## src/rtl/sine_nco_pkg.sv

```systemverilog
// Shared types and helpers for the quarter-wave LUT sine NCO.
package sine_nco_pkg;
  localparam int LUT_LATENCY  = 1;
  localparam int PIPE_LATENCY = 3;
  localparam int FOLD_W       = 16;

  typedef enum logic [1:0] {Q0, Q1, Q2, Q3} quadrant_t;

  // Odd quadrants walk the quarter-wave backwards, so the index is mirrored.
  function automatic logic [FOLD_W-1:0] addr_fold(quadrant_t q, logic [FOLD_W-1:0] k);
    return (q == Q1 || q == Q3) ? ~k : k;
  endfunction
endpackage

```

## src/rtl/nco_phase_accum.sv

```systemverilog
// Phase accumulator: load has priority over advance; exposes quadrant and LUT index.
module nco_phase_accum #(
  parameter int PHASE_BITS = 32,
  parameter int ADDR_BITS  = 8
) (
  input  logic                  clk,
  input  logic                  rst,
  input  logic                  en_i,
  input  logic [PHASE_BITS-1:0] phase_inc_i,
  input  logic                  phase_load_i,
  input  logic [PHASE_BITS-1:0] phase_val_i,
  output logic [1:0]            q_o,
  output logic [ADDR_BITS-1:0]  k_o
);
  logic [PHASE_BITS-1:0] acc_q, acc_d;

  always_comb begin
    acc_d = acc_q;
    if (phase_load_i)
      acc_d = phase_val_i;
    else if (en_i)
      acc_d = acc_q + phase_inc_i;
  end

  always_ff @(posedge clk) begin
    if (rst) acc_q <= '0;
    else     acc_q <= acc_d;
  end

  assign q_o = acc_q[PHASE_BITS-1 -: 2];
  assign k_o = acc_q[PHASE_BITS-3 -: ADDR_BITS];
endmodule

```

## src/rtl/sine_nco.sv

```systemverilog
// Full-wave sine NCO: folds phase into a quarter-wave LUT address and
// rebuilds the signed sample from the external LUT's registered data.
module sine_nco
  import sine_nco_pkg::*;
#(
  parameter int PHASE_BITS = 32,
  parameter int ADDR_BITS  = 8,
  parameter int DW         = 16
) (
  input  logic                  clk,
  input  logic                  rst,
  input  logic                  en_i,
  input  logic [PHASE_BITS-1:0] phase_inc_i,
  input  logic                  phase_load_i,
  input  logic [PHASE_BITS-1:0] phase_val_i,
  output logic [ADDR_BITS-1:0]  lut_addr_o,
  input  logic [DW-1:0]         lut_sample_i,
  output logic [DW-1:0]         sample_o,
  output logic                  valid_o
);
  logic [1:0]           q;
  logic [ADDR_BITS-1:0] k;

  nco_phase_accum #(.PHASE_BITS(PHASE_BITS), .ADDR_BITS(ADDR_BITS)) u_accum (
    .clk          (clk),
    .rst          (rst),
    .en_i         (en_i),
    .phase_inc_i  (phase_inc_i),
    .phase_load_i (phase_load_i),
    .phase_val_i  (phase_val_i),
    .q_o          (q),
    .k_o          (k)
  );

  logic [ADDR_BITS-1:0] lut_addr_q, lut_addr_d;
  logic                 neg1_q, neg1_d, neg2_q, neg2_d;
  logic                 v1_q, v1_d, v2_q, v2_d;
  logic [DW-1:0]        sample_q, sample_d;
  logic                 valid_q, valid_d;
  logic [DW-1:0]        mag;

  always_comb begin
    // Stage 1 sees the accumulator before this edge's update.
    lut_addr_d = ADDR_BITS'(addr_fold(quadrant_t'(q), FOLD_W'(k)));
    neg1_d     = q[1];
    v1_d       = en_i;
    neg2_d     = neg1_q;
    v2_d       = v1_q;
    // Magnitude is capped below full scale so negation can never reach the most negative code.
    mag        = lut_sample_i[DW-1] ? {1'b0, {(DW-1){1'b1}}} : lut_sample_i;
    sample_d   = sample_q;
    if (v2_q)
      sample_d = neg2_q ? -mag : mag;
    valid_d    = v2_q;
  end

  always_ff @(posedge clk) begin
    if (rst) begin
      lut_addr_q <= '0;
      neg1_q     <= 1'b0;
      neg2_q     <= 1'b0;
      v1_q       <= 1'b0;
      v2_q       <= 1'b0;
      sample_q   <= '0;
      valid_q    <= 1'b0;
    end else begin
      lut_addr_q <= lut_addr_d;
      neg1_q     <= neg1_d;
      neg2_q     <= neg2_d;
      v1_q       <= v1_d;
      v2_q       <= v2_d;
      sample_q   <= sample_d;
      valid_q    <= valid_d;
    end
  end

  assign lut_addr_o = lut_addr_q;
  assign sample_o   = sample_q;
  assign valid_o    = valid_q;
endmodule
```

## config.mk

```make
export PLATFORM = sky130hd
export DESIGN_NAME = sine_nco
export DESIGN_NICKNAME = d
export VERILOG_FILES = /design/src/rtl/sine_nco_pkg.sv /design/src/rtl/nco_phase_accum.sv /design/src/rtl/sine_nco.sv
export SDC_FILE = /design/constraint.sdc
export NUM_CORES = 1
export LEC_CHECK = 0
export ABC_AREA = 1
export CORE_UTILIZATION = 47
export CTS_CLUSTER_SIZE = 40
export DETAILED_ROUTE_END_ITERATION = 8
export GPL_TIMING_DRIVEN = 1
export PLACE_DENSITY = 0.78
export SYNTH_ARGS = -nofsm -noshare
export SYNTH_HDL_FRONTEND = slang
export SYNTH_SLANG_ARGS = --single-unit
```

## constraint.sdc

```tcl
create_clock -name clk -period 1.85 [get_ports clk]
set_input_delay 0.2775 -clock clk [delete_from_list [all_inputs] [get_ports clk]]
set_output_delay 0.2775 -clock clk [all_outputs]
set_load 0.1 [all_outputs]
```

==> results.toml <==
[status]
outcome = "complete, no violations"

[worst_setup_path]
cp.required_ns = 2.13
cp-end-kind = "register"
arrival_ns = 2.08
critPathMaxFanout = 4
cpMaxStageDelayCell = "clkdlybuf4s50_1"
setup.worst_path.class = "in2reg"
critPathMostFrequentCell = "nand2_1"
cp-start-kind = "primary input"
slowest_delay_ns = 0.52
cp_cell_sequence = "clkdlybuf4s50_1, ha_4, nand2_1, inv_1, nand2_1, nand2_1, a21oi_2, nand2_2, a21oi_1, o21ai_0, a21oi_1"

[timing]
finalCritPeriodShare_pct = 97.65
setup_viol = 0
finalHoldViolations = 0
maxSlewViolCount = 0
worst_pin_slew_ns = 0.4450
clock_skew_ns = 0.02275
whs_ns = 0.4089
slew_headroom_pct = 70.30
min_period_ns = 1.806
fmax_mhz = 553.6
rsz0062_at_grt = "true"

[logic_synthesis]
yosysWarnings = 0
synth_cells = 816
ys.flop_type = "dfxtp_1"
synth-edff-count = 0
synth_fp_nets = 933
syn-cell-area_um2 = 4892
seq_area_frac_synth_pct = 24.96
syn_area_per_cell_um2 = 5.995
synth.distinct_cells = 35
async_flop_share_pct = 0
ys_seq_elements = 61

[clocking]
numCtsBuffers = 9
cts-root-buf = "clkbuf_8"
clock_latency_ns = 0.36
cts_tree = "yes"
clk_path_buf_depth = 2
cts.sinks = 61
path_clk_slew_ns = 0.07
ctsHoldBuffers = 0
h-tree-depth = 3

[global_routing]
antenna_found_initial = 0
grt_pass1_vias = 5293
grt_remaining_overflow = 0
track_usage_pct = 28.17
grt_max_degree = 39
grt_first_pass_wirelength_mm = 24.50

[floorplan]
dieArea_um2 = 10820
dieHeight_um = 104.0
fp.dieW_um = 104.0
row_count = 36
floorplan.initialDensity_pct = 49.37
ios = 109
coreArea_um2 = 9910

[pwr]
report.power.total_uw = 4608
p_leak_uw = 0.003644
power_density_nw_per_um2 = 626.9
ir_worst_vdd_uv = 371.3

[drt]
wl_mm = 15.59
drt_iter0_drc = 246
num_vias = 5722
drc_errors = 0
ant_nets = 0
viasPerCell = 5.050
post_drt_wl_per_cell_um = 13.76
first_pass_iters = 5

[layout]
areaGrowthSynthToFinish_pct = 50.26
finish.net_count = 1112
diodes = 0
drive_gt1_share_pct = 23.40

[place]
port-buffer-count = 108
gp_congestion = 0.9623
hpwl_mm = 11.50

[hold_path]
hp-class = "in2reg"

[flow_run]
cap_violations = 0
## metrics by stage
step	worst slack, ns	cell area (um2)	utilization [%]	instances	setup TNS, ns
after floorplan	0.1065	4892	-	816	0
after global placement	-0.4011	6618	66.78	1114	-10.07
after detailed placement	-0.4294	6618	66.78	1114	-11.17
after CTS	0.002791	6823	68.85	1130	0
after global routing	-0.08813	7351	74.18	1133	-0.3577
final	0.04354	7351	74.18	1133	0
## worst max-delay path: cells and delay by family
kind	cells	cell delay, ns
AOI/OAI and AO/OA	4	0.63
adders and majority gates	1	0.24
buffers and inverters	2	0.57
and+or+nand+nor	4	0.37
## kinds of logic (layout without fill, tap and decap cells)
family | Yosys count | in the layout | share of synthesized area (%)
xor+xnor | 29 | 29 | 5.192
fa+ha+maj | 33 | 33 | 8.593
buf+inv | 151 | 335 | 11.79
compound gates | 120 | 120 | 14.37
simple gates | 422 | 422 | 35.09
flops | 61 | 61 | 24.96
## layer usage
layer,GRT usage [%],routed length [um]
met3,5.013,830
met2,48.52,7636
met5,0,0
met1,35.34,6725
met4,9.388,395
## placed cells by master, fill, tap and decap left out, drive strengths merged, types with 7 or more instances in the layout
| cell type | synthesis | routed |
|---|---|---|
| nand2 | 275 | 275 |
| nand3 | 47 | 47 |
| a22oi | 23 | 23 |
| clkdlybuf4s50 | 0 | 79 |
| ha | 32 | 32 |
| inv | 129 | 129 |
| nor2 | 87 | 87 |
| o21ai | 21 | 21 |
| buf | 8 | 107 |
| xor2 | 17 | 17 |
| a21oi | 60 | 60 |
| clkbuf | 14 | 12 |
| xnor2 | 12 | 12 |
| a31oi | 7 | 7 |
| dfxtp | 61 | 61 |
## layout make-up
cell class                      count  area [um2]
Clock buffer                       12       145.1
Clock inverter                      4       33.78
Fill cell                         811        2559
Inverter                          129       484.2
Multi-Input combinational cell    604        3615
Sequential cell                    61        1225
Tap cell                          133       166.4
Timing Repair Buffer              190        1682
## power by group
group / leakage, uW / internal (uW) / switching, uW
Combinational: 0.00305 / 852 / 1140
Clock: 0.0000868 / 531 / 590
Sequential: 0.000504 / 1410 / 79.7
## worst paths after layout
kind | from | to | slack [ns] | cells after the start
worst max-delay path | phase_inc_i[8] | u_accum.acc_q[13] | 0.04 | 11
worst min-delay path | phase_inc_i[0] | u_accum.acc_q[0] | 0.41 | 6
worst max register to register | u_accum.acc_q[8] | u_accum.acc_q[13] | 0.07 | 10
worst min register to register | v1_q | v2_q | 0.41 | 2
## state kept, by name (all words and copies together) (netlist names)
register       flops
lut_addr_o         8
u_accum.acc_q     32
sample_o          16
neg1_q             1
v2_q               1
v1_q               1
neg2_q             1
valid_o            1
## repair_timing
action,in CTS,in global routing
pin swaps,2,9
gates resized for setup,7,104
endpoints found under the setup margin,8,28
buffers inserted,0,3
endpoints found under the hold margin,0,0
## synthesized netlist by cell type, types with 6 or more instances
library cell,n,area (um2)
nand2_1,274,1028
inv_1,127,476.7
nor2_1,79,296.5
dfxtp_1,61,1221
a21oi_1,59,295.3
nand3_1,46,230.2
ha_1,32,400.4
a22oi_1,23,172.7
xor2_1,17,148.9
o21ai_0,16,80.08
clkbuf_1,14,52.55
xnor2_1,12,105.1
a31oi_1,7,43.79
nor2_2,6,37.54
No activity file was read; power rests on OpenSTA's default activity.
